$ cat config.mk
export PLATFORM = sky130hd
export DESIGN_NAME = data_mem_arbiter_flat
export DESIGN_NICKNAME = d
export VERILOG_FILES = /design/src/rtl/data_mem_pkg.sv /design/src/rtl/data_mem_arbiter_if.sv /design/src/rtl/data_mem_arbiter_starve_cnt.sv /design/src/rtl/data_mem_arbiter.sv /design/src/flat_wrapper.sv
export SDC_FILE = /design/constraint.sdc
export NUM_CORES = 1
export LEC_CHECK = 0
export CAP_MARGIN = 10
export CORE_UTILIZATION = 23
export CTS_BUF_LIST = sky130_fd_sc_hd__clkbuf_4 sky130_fd_sc_hd__clkbuf_8 sky130_fd_sc_hd__clkbuf_16
export DETAILED_ROUTE_END_ITERATION = 8
export GPL_TIMING_DRIVEN = 0
export HOLD_SLACK_MARGIN = 0.12
export PLACE_DENSITY_LB_ADDON = 0.3
export SLEW_MARGIN = 0
export SYNTH_ARGS = -nofsm -noshare
export SYNTH_HDL_FRONTEND = slang
export SYNTH_SLANG_ARGS = --single-unit
$ cat constraint.sdc
create_clock -name clk -period 2.1 [get_ports clk]
set_input_delay 0.63 -clock clk [delete_from_list [all_inputs] [get_ports clk]]
set_output_delay 0.63 -clock clk [all_outputs]
set_load 0.01 [all_outputs]
$ cat src/rtl/data_mem_pkg.sv
// Shared types and constants for the data RAM arbiter
// and the video scan-out reader.
package data_mem_pkg;

  localparam int ADDR_W_DEF = 15;
  localparam int DATA_W_DEF = 16;
  localparam int WAIT_W     = 4;

  localparam logic [14:0] SCREEN_BASE = 15'h4000;
  localparam logic [14:0] KBD_ADDR    = 15'h6000;

  typedef enum logic [1:0] {
    OWN_NONE,
    OWN_CPU,
    OWN_VID
  } owner_t;

  typedef struct packed {
    logic cpu;
    logic vid;
    logic force_vid;
  } gnt_t;

endpackage

$ cat src/rtl/data_mem_arbiter_if.sv
// Bus bundle between CPU, video reader, arbiter and RAM.
// arb: arbiter side; env: requesters plus RAM side.
interface data_mem_arbiter_if #(
  parameter int ADDR_W = 15,
  parameter int DATA_W = 16
);

  logic              cpu_req;
  logic              cpu_we;
  logic [ADDR_W-1:0] cpu_addr;
  logic [DATA_W-1:0] cpu_wdata;
  logic              cpu_gnt;
  logic              cpu_rvalid;
  logic [DATA_W-1:0] cpu_rdata;

  logic              vid_req;
  logic [ADDR_W-1:0] vid_addr;
  logic              vid_gnt;
  logic              vid_rvalid;
  logic [DATA_W-1:0] vid_rdata;

  logic [ADDR_W-1:0] mem_addr;
  logic              mem_we;
  logic [DATA_W-1:0] mem_wdata;
  logic [DATA_W-1:0] mem_rdata;

  modport arb (
    input  cpu_req,
    input  cpu_we,
    input  cpu_addr,
    input  cpu_wdata,
    output cpu_gnt,
    output cpu_rvalid,
    output cpu_rdata,
    input  vid_req,
    input  vid_addr,
    output vid_gnt,
    output vid_rvalid,
    output vid_rdata,
    output mem_addr,
    output mem_we,
    output mem_wdata,
    input  mem_rdata
  );

  modport env (
    output cpu_req,
    output cpu_we,
    output cpu_addr,
    output cpu_wdata,
    input  cpu_gnt,
    input  cpu_rvalid,
    input  cpu_rdata,
    output vid_req,
    output vid_addr,
    input  vid_gnt,
    input  vid_rvalid,
    input  vid_rdata,
    input  mem_addr,
    input  mem_we,
    input  mem_wdata,
    output mem_rdata
  );

endinterface

$ cat src/rtl/data_mem_arbiter_starve_cnt.sv
// Saturating event counter with a threshold compare; used for
// the video wait counter and the optional perf counters.
module arb_starve_cnt #(
  parameter int W     = 4,
  parameter int LIMIT = 4
) (
  input  logic         clk,
  input  logic         resetN,
  input  logic         inc,
  input  logic         clr,
  output logic [W-1:0] cnt_q,
  output logic         hit
);

  logic [W-1:0] cnt_d;

  always_comb begin
    cnt_d = cnt_q;
    if (clr) begin
      cnt_d = '0;
    end else if (inc && !(&cnt_q)) begin
      cnt_d = cnt_q + 1'b1;
    end
  end

  always_ff @(posedge clk or negedge resetN) begin
    if (!resetN) begin
      cnt_q <= '0;
    end else begin
      cnt_q <= cnt_d;
    end
  end

  assign hit = (32'(cnt_q) >= 32'(LIMIT));

endmodule

$ cat src/rtl/data_mem_arbiter.sv
// CPU/video arbiter for the single-port data RAM.
// Optional ARB_PERF_CNT_EN adds video stall/force counters.
module data_mem_arbiter
  import data_mem_pkg::*;
#(
  parameter int ADDR_W   = ADDR_W_DEF,
  parameter int DATA_W   = DATA_W_DEF,
  parameter int MAX_WAIT = 4
) (
  input  logic            clk,
  input  logic            resetN,
  data_mem_arbiter_if.arb bus
`ifdef ARB_PERF_CNT_EN
  ,
  output logic [15:0]     perf_vid_stall,
  output logic [15:0]     perf_force
`endif
);

  gnt_t              gnt;
  logic              hit;
  logic              vid_wait;
  logic [WAIT_W-1:0] wait_cnt;
  logic [ADDR_W-1:0] addr_sel;
  logic [DATA_W-1:0] rdata;
  owner_t            owner_q;
  owner_t            owner_d;

  arb_starve_cnt #(
    .W     (WAIT_W),
    .LIMIT (MAX_WAIT)
  ) u_starve (
    .clk    (clk),
    .resetN (resetN),
    .inc    (vid_wait),
    .clr    (gnt.vid),
    .cnt_q  (wait_cnt),
    .hit    (hit)
  );

  // Grants are gated by resetN so nothing reaches the RAM in reset.
  always_comb begin
    gnt           = '0;
    gnt.force_vid = bus.vid_req & hit;
    gnt.vid       = resetN & bus.vid_req
                  & (~bus.cpu_req | gnt.force_vid);
    gnt.cpu       = resetN & bus.cpu_req
                  & ~gnt.vid;
  end

  assign vid_wait = bus.vid_req & ~gnt.vid;

  assign addr_sel = gnt.vid ? bus.vid_addr
                            : bus.cpu_addr;

  assign bus.cpu_gnt   = gnt.cpu;
  assign bus.vid_gnt   = gnt.vid;
  assign bus.mem_addr  = addr_sel;
  assign bus.mem_we    = gnt.cpu & bus.cpu_we;
  assign bus.mem_wdata = bus.cpu_wdata;

  always_comb begin
    owner_d = OWN_NONE;
    unique case (1'b1)
      gnt.vid: owner_d = OWN_VID;
      gnt.cpu & ~bus.cpu_we: owner_d = OWN_CPU;
      default: owner_d = OWN_NONE;
    endcase
  end

  always_ff @(posedge clk or negedge resetN) begin
    if (!resetN) begin
      owner_q <= OWN_NONE;
    end else begin
      owner_q <= owner_d;
    end
  end

  assign rdata = bus.mem_rdata;

  assign bus.cpu_rvalid = (owner_q == OWN_CPU);
  assign bus.vid_rvalid = (owner_q == OWN_VID);
  assign bus.cpu_rdata  = rdata;
  assign bus.vid_rdata  = rdata;

`ifdef ARB_PERF_CNT_EN
  logic stall_full;
  logic force_full;
  logic force_evt;

  assign force_evt = gnt.vid & gnt.force_vid;

  arb_starve_cnt #(
    .W     (16),
    .LIMIT (16'hFFFF)
  ) u_perf_stall (
    .clk    (clk),
    .resetN (resetN),
    .inc    (vid_wait),
    .clr    (1'b0),
    .cnt_q  (perf_vid_stall),
    .hit    (stall_full)
  );

  arb_starve_cnt #(
    .W     (16),
    .LIMIT (16'hFFFF)
  ) u_perf_force (
    .clk    (clk),
    .resetN (resetN),
    .inc    (force_evt),
    .clr    (1'b0),
    .cnt_q  (perf_force),
    .hit    (force_full)
  );
`endif

endmodule

$ cat src/flat_wrapper.sv
// flat-port wrapper written by rule: the top's interface ports become plain ports
module data_mem_arbiter_flat import data_mem_pkg::*;
#(
  parameter int ADDR_W   = ADDR_W_DEF,
  parameter int DATA_W   = DATA_W_DEF,
  parameter int MAX_WAIT = 4
)
  (clk, resetN, bus_cpu_req, bus_cpu_we, bus_cpu_addr, bus_cpu_wdata, bus_cpu_gnt, bus_cpu_rvalid, bus_cpu_rdata, bus_vid_req, bus_vid_addr, bus_vid_gnt, bus_vid_rvalid, bus_vid_rdata, bus_mem_addr, bus_mem_we, bus_mem_wdata, bus_mem_rdata);
  data_mem_arbiter_if #(.ADDR_W(ADDR_W), .DATA_W(DATA_W)) bus_i ();
  input  logic clk;
  input  logic resetN;
  input wire logic [$bits(bus_i.cpu_req)-1:0] bus_cpu_req;
  input wire logic [$bits(bus_i.cpu_we)-1:0] bus_cpu_we;
  input wire logic [$bits(bus_i.cpu_addr)-1:0] bus_cpu_addr;
  input wire logic [$bits(bus_i.cpu_wdata)-1:0] bus_cpu_wdata;
  output wire logic [$bits(bus_i.cpu_gnt)-1:0] bus_cpu_gnt;
  output wire logic [$bits(bus_i.cpu_rvalid)-1:0] bus_cpu_rvalid;
  output wire logic [$bits(bus_i.cpu_rdata)-1:0] bus_cpu_rdata;
  input wire logic [$bits(bus_i.vid_req)-1:0] bus_vid_req;
  input wire logic [$bits(bus_i.vid_addr)-1:0] bus_vid_addr;
  output wire logic [$bits(bus_i.vid_gnt)-1:0] bus_vid_gnt;
  output wire logic [$bits(bus_i.vid_rvalid)-1:0] bus_vid_rvalid;
  output wire logic [$bits(bus_i.vid_rdata)-1:0] bus_vid_rdata;
  output wire logic [$bits(bus_i.mem_addr)-1:0] bus_mem_addr;
  output wire logic [$bits(bus_i.mem_we)-1:0] bus_mem_we;
  output wire logic [$bits(bus_i.mem_wdata)-1:0] bus_mem_wdata;
  input wire logic [$bits(bus_i.mem_rdata)-1:0] bus_mem_rdata;
  assign bus_i.cpu_req = bus_cpu_req;
  assign bus_i.cpu_we = bus_cpu_we;
  assign bus_i.cpu_addr = bus_cpu_addr;
  assign bus_i.cpu_wdata = bus_cpu_wdata;
  assign bus_cpu_gnt = bus_i.cpu_gnt;
  assign bus_cpu_rvalid = bus_i.cpu_rvalid;
  assign bus_cpu_rdata = bus_i.cpu_rdata;
  assign bus_i.vid_req = bus_vid_req;
  assign bus_i.vid_addr = bus_vid_addr;
  assign bus_vid_gnt = bus_i.vid_gnt;
  assign bus_vid_rvalid = bus_i.vid_rvalid;
  assign bus_vid_rdata = bus_i.vid_rdata;
  assign bus_mem_addr = bus_i.mem_addr;
  assign bus_mem_we = bus_i.mem_we;
  assign bus_mem_wdata = bus_i.mem_wdata;
  assign bus_i.mem_rdata = bus_mem_rdata;
  data_mem_arbiter #(.ADDR_W(ADDR_W), .DATA_W(DATA_W), .MAX_WAIT(MAX_WAIT)) u_core (.clk(clk), .resetN(resetN), .bus(bus_i));
endmodule
=== Word-level counts from Yosys, hierarchy flattened ===
Index checks and enable logic that the tools add are counted.

* $add $sub $neg: 1
* $lt $le $gt $ge: 1
* Equality and inequality tests: 2
* Multiplexer cells: 4
* Bitwise logic cells: 12
* Reductions and logical operators: 4

{| class="wikitable"
|+ Operators by type and width
! cell !! count
|-
| 15-bit 2-to-1 mux || 1
|-
| 1-bit AND || 8
|-
| 4-bit 2-to-1 mux || 2
|-
| 4-bit by 1-bit adder with 4-bit output (second input constant) || 1
|-
| 4-bit by 3-bit greater-or-equal comparator with 1-bit output (second input constant) || 1
|-
| 2-bit one-hot mux with 2 select lines || 1
|-
| 4-bit AND reduction || 1
|-
| 1-bit inverter || 3
|-
| 2-bit by 1-bit equality test with 1-bit output (second input constant) || 1
|-
| 2-bit equality test (second input constant) || 1
|-
| 2-bit nonzero test || 1
|-
| 1-bit logical AND || 1
|-
| 1-bit zero test || 1
|-
| 1-bit OR || 1
|}

* Bits in registers: 6
* Logic and storage cells: 26

=== Depth between registers and ports, before layout ===
* Word-level depth: 9
* Gate-level depth with buffers: 4
* Gate-level depth less buffers: 4

=== Hierarchy ===
A second synthesis with hierarchy kept.

* Cells, all modules: 97
* Area total of the unflattened synthesis: 933.4 µm²

{| class="wikitable"
|+ By module, submodules not included
! module !! instances !! cells an instance !! area an instance (µm²)
|-
| data_mem_arbiter || 1 || 76 || 698.2
|-
| arb_starve_cnt || 1 || 21 || 235.2
|}

=== Worst setup path before layout ===
OpenSTA, ideal clock, no wires.

* Kind: input to output
* From: input port bus_vid_req
* To: output port bus_mem_addr[0]
* Arrival time: 1.348 ns
* Data required time: 1.470 ns
* Slack: 0.122 ns
* Stages: 4
* Cells stage by stage: nand2_1 > a21oi_2 > buf_6 > mux2_2

* Longest elaborated chain between the ends: 4
* Elaborated cells on any way between the ends: 5
* Those cells by class: mux (1); bitwise (4)

{| class="wikitable"
|+ Ends and longest elaborated chain
! element !! line !! text
|-
| start, declared || flat_wrapper.sv:19 || <nowiki>input wire logic [$bits(bus_i.vid_req)-1:0] bus_vid_req;</nowiki>
|-
| 1-bit AND || data_mem_arbiter.sv:44 || <nowiki>gnt.force_vid = bus.vid_req & hit;</nowiki>
|-
| 1-bit OR || data_mem_arbiter.sv:46 || <nowiki>& (~bus.cpu_req | gnt.force_vid);</nowiki>
|-
| 1-bit AND (*) || data_mem_arbiter.sv:46 ||
|-
| net bus_vid_gnt || flat_wrapper.sv:21 || <nowiki>output wire logic [$bits(bus_i.vid_gnt)-1:0] bus_vid_gnt;</nowiki>
|-
| 15-bit 2-to-1 mux (*) || data_mem_arbiter.sv:53 || <nowiki>assign addr_sel = gnt.vid ? bus.vid_addr</nowiki>
|-
| end, declared || flat_wrapper.sv:24 || <nowiki>output wire logic [$bits(bus_i.mem_addr)-1:0] bus_mem_addr;</nowiki>
|}

Mark *: on every way through the listed nets, which the timed path passes. The rest lies on a longest branch.

=== Final worst setup path ===
* From: input port bus_vid_req
* To: output port bus_mem_addr[1]

* Longest elaborated chain between the ends: 4
* Elaborated cells on any way between the ends: 5
* Those cells by class: mux (1); bitwise (4)

{| class="wikitable"
|+ Ends and longest elaborated chain
! element !! line
|-
| 1-bit AND || data_mem_arbiter.sv:44
|-
| 1-bit OR || data_mem_arbiter.sv:46
|-
| 1-bit AND (*) || data_mem_arbiter.sv:46
|-
| 15-bit 2-to-1 mux (*) || data_mem_arbiter.sv:53
|}

Mark *: on every way between the ends. The rest lies on a longest branch, timed or not.

==> results.txt <==
The quantity of hold-fixing buffers added after cts came out at 0. The share of synthesized area occupied by flip-flops and latches came out at 0.174. The max-capacitance violation count is 0.

Derived from the worst setup path, the maximum achievable clock frequency is 0.450 GHz. The share of total power consumed by net switching came out at 0.293. The count of final hold-check violations is 0. The number of placed I/O pins is 135. Dividing the detail-routed wire length by the instance count gives 12.6 µm. The cell area power density is 428 nW/µm². The startpoint kind of the worst setup timing path is an input pin. The buffer type at the clock tree root is sky130_fd_sc_hd__clkbuf_8. The post-detailed-placement cell area came out at 1940 µm². Clock latency on the worst-skew pair, taken at its later pin, is 0.23 ns. The number of detailed-route iterations in the first pass is 3. Yosys printed 0 warnings. The via density per instance is 4.16. The number of unique standard cell types used by synthesis is 22. Dividing the final minimum period by the clock period gives 1.06. The switching power summed over all nets is 274 µW. The total routed wirelength came out at 3.27 mm.

Along the worst path, the maximum fanout reaches 6. The layout-stage area growth over the synthesis result came out at 154%. The relative contribution of the clock network to total power came out at 0.188. Setup repair after global routing could not meet its margin everywhere.

The leakage power is 1.04 nW. The maximum cell stage delay along the critical path is 0.30 ns. The category of the critical setup timing path is in2out.

The cell count of the worst reg-to-reg path came out at 4. The worst register-to-register path ends at u_core.u_starve.cnt_q[0]. TritonCTS built the clock tree. For flop-to-flop paths, the worst setup slack is 0.74 ns. The worst path required time is 1.47 ns.

For the pin with the worst max-slew slack, the measured transition is 0.171 ns. The pin count of the biggest net entering global routing is 7. The checks that failed: setup timing.

The number of antenna cells inserted is 0. The smallest setup slack after layout is -0.125 ns. The top cell types in the final layout, fill and taps aside, are sky130_fd_sc_hd__clkdlybuf4s50_1 (81), sky130_fd_sc_hd__buf_4 (55), sky130_fd_sc_hd__buf_6 (24), sky130_fd_sc_hd__mux2_4 (13), sky130_fd_sc_hd__dfrtp_1 (6). The max-slew violation count is 0. Detailed placement ended at an HPWL of 2.48 mm.

The largest total area in the synthesized netlist belongs to sky130_fd_sc_hd__buf_4. The startpoint identified for the worst register-to-register timing path is u_core.u_starve.cnt_q[0]. The clock net in this run drives a total of 6 sinks. The number of buffers inserted by port buffering is 102.

The critical path starts at bus_vid_req. The full die area came out at 3990 µm². The overall track demand over capacity in global routing is 0.164. The mean instance size in the synthesized netlist is 9.06 µm².

The library cell used most frequently in the layout, excluding fill and tap cells, is sky130_fd_sc_hd__clkdlybuf4s50_1. The CTS clock-pin slew for the worst setup and hold paths came out at 0.04 ns. The total number of vias is 1078. The global placement routability congestion came out at 0.696. The run finished, with violations left. For this configuration, the core starts out at a cell density of 0.248. By area the synthesized netlist is led by sky130_fd_sc_hd__buf_4 (42%), sky130_fd_sc_hd__mux2_2 (18%), sky130_fd_sc_hd__dfrtp_1 (17%). The worst hold path belongs to the class in2async. The residual overflow from global routing is 0.

Among the stages of the critical path, the cell type that occurs most often is sky130_fd_sc_hd__buf_6. Counting every net in the synthesized netlist gives 163. The deepest level of the CTS H-tree came out at 1. The tightest hold margin came out at 0.391 ns. Across the VDD grid, the largest voltage drop is 0.218 mV.

In the final layout, the share of cells above drive strength 1 is 0.498. The worst setup path is captured at a primary output. Clock tree synthesis inserted a total of 3 buffers. The final count of negative-setup-slack endpoints is 15.

The share of power burned in registers came out at 0.178. The area of the mapped netlist came out at 861 µm². The initialized floorplan defines 21 standard-cell rows. The fraction of power consumed by combinational cells came out at 0.635. In this run, synthesis produced a sequential element count of 6.

The post-route clock skew came out at 0.00628 ns. The global-route wire length before repair came out at 5.06 mm. In the routed design, unresolved DRC markers number 0. The critical path goes through buf_8, nand2_4, a21oi_4, buf_6, buf_6, mux2_4, buf_6.

The slowest stage of the critical path is the sky130_fd_sc_hd__mux2_4 cell. The number of global-route vias before repair came to 1128. In this run the remaining antenna-violating nets after routing total 0. The die is 63.2 µm tall. The final standard cell utilization of the core is 0.631. The violation count after the first detailed-route iteration is 6.

Subtracting the final worst setup slack from the clock period gives 2.22 ns. The synthesized netlist cell count is 95. The die width is 63.2 µm. The area share of the largest cell type after synthesis is 0.419.

The total power came out at 936 µW. The core region is 3470 µm². Summing all non-filler instances in the final layout gives an area of 2190 µm². The number of buffers on the longest clock path came out at 2. The number of antenna violations at the first check in global routing is 0. The worst max-slew margin expressed relative to the limit came out at 0.884. The data arrival time at the worst-slack endpoint came out at 1.59 ns. The net count of the finished layout came out at 283.

Cell internal power was estimated by the tool at 662 µW.
registers in the layout (all words and copies together) (netlist names):
name and cells:
u_core.owner_q 2, u_core.u_starve.cnt_q 4
repair_timing:
action	CTS	global route
endpoints found under the setup margin	18	16
gates resized for setup	120	4
setup buffers	11	1
pin swaps	3	2
gates cloned	1	0
metrics by stage:
stage                     instances  setup TNS [ns]  worst slack (ns)
after global placement          243          -18.39             -1.10
final                           259           -1.16            -0.125
after CTS                       258           -1.27            -0.139
after floorplan                  95               0             0.122
after global routing            259           -1.75            -0.169
after detailed placement        243          -18.85             -1.12
cell families after synthesis:
logic type,count (synthesis),synth area share
flip-flops,6,0.174
adder cells (fa/ha/maj),1,0.0145
buffers and inverters,51,0.449
multiplexers,15,0.201
AO/OA/AOI/OAI,9,0.0625
AND/OR/NAND/NOR,13,0.0989
cell type report:
class	instances	area, µm²
multi-input combinational	38	384
buffer	50	383
tap	46	57.6
timing repair buffer	115	1170
clock buffer	3	41.3
inverter	1	3.75
fill	302	1280
sequential	6	150
synthesized netlist by cell type:
| cell type | count |
|---|---|
| sky130_fd_sc_hd__a21oi_1 | 4 |
| sky130_fd_sc_hd__a21oi_2 | 1 |
| sky130_fd_sc_hd__and2_1 | 1 |
| sky130_fd_sc_hd__and3_2 | 1 |
| sky130_fd_sc_hd__and4b_2 | 1 |
| sky130_fd_sc_hd__buf_4 | 48 |
| sky130_fd_sc_hd__buf_6 | 2 |
| sky130_fd_sc_hd__dfrtp_1 | 6 |
| sky130_fd_sc_hd__ha_1 | 1 |
| sky130_fd_sc_hd__inv_1 | 1 |
| sky130_fd_sc_hd__mux2_2 | 14 |
| sky130_fd_sc_hd__mux2_4 | 1 |
| sky130_fd_sc_hd__nand2_1 | 1 |
| sky130_fd_sc_hd__nand3b_1 | 1 |
| sky130_fd_sc_hd__nand4_1 | 1 |
| sky130_fd_sc_hd__nor2_2 | 1 |
| sky130_fd_sc_hd__nor2b_1 | 3 |
| sky130_fd_sc_hd__nor3_1 | 1 |
| sky130_fd_sc_hd__o211a_1 | 1 |
| sky130_fd_sc_hd__o21ai_0 | 3 |
| sky130_fd_sc_hd__or2_2 | 1 |
| sky130_fd_sc_hd__or3_1 | 1 |
per-layer routing:
layer	share of wire	up-vias	wire length, µm	track usage
li1	-	504	-	-
met2	0.51	92	1660	0.312
met4	0.024	0	78	0.0824
met5	0	-	0	0
met3	0.13	6	423	0.0598
met1	0.34	476	1110	0.152
critical path, delay by kind of cell:
family,cells,cell delay (ns)
AO/OA/AOI/OAI,1,0.16
buffers and inverters,4,0.45
multiplexers,1,0.30
AND/OR/NAND/NOR,1,0.05
power groups by stage:
stage / registers, mW / clock network, mW / logic (mW)
finish: 0.166 / 0.176 / 0.594
global route: 0.171 / 0.187 / 0.633
CTS: 0.166 / 0.178 / 0.587
detailed placement: 0.176 / 0 / 0.491
global placement: 0.170 / 0 / 0.481
floorplan: 0.167 / 0 / 0.235
how the worst max path moves through the flow:
| stage | to | slack (ns) | depth (start not counted) |
|---|---|---|---|
| floorplan | bus_mem_addr[0] | 0.12 | 4 |
| global placement | bus_mem_addr[8] | -1.10 | 6 |
| finish | bus_mem_addr[1] | -0.12 | 7 |
| CTS | bus_mem_addr[1] | -0.14 | 7 |
| detailed placement | bus_mem_addr[13] | -1.12 | 6 |
| global route | bus_mem_addr[1] | -0.17 | 7 |
No activity file was read; power rests on OpenSTA's default activity.
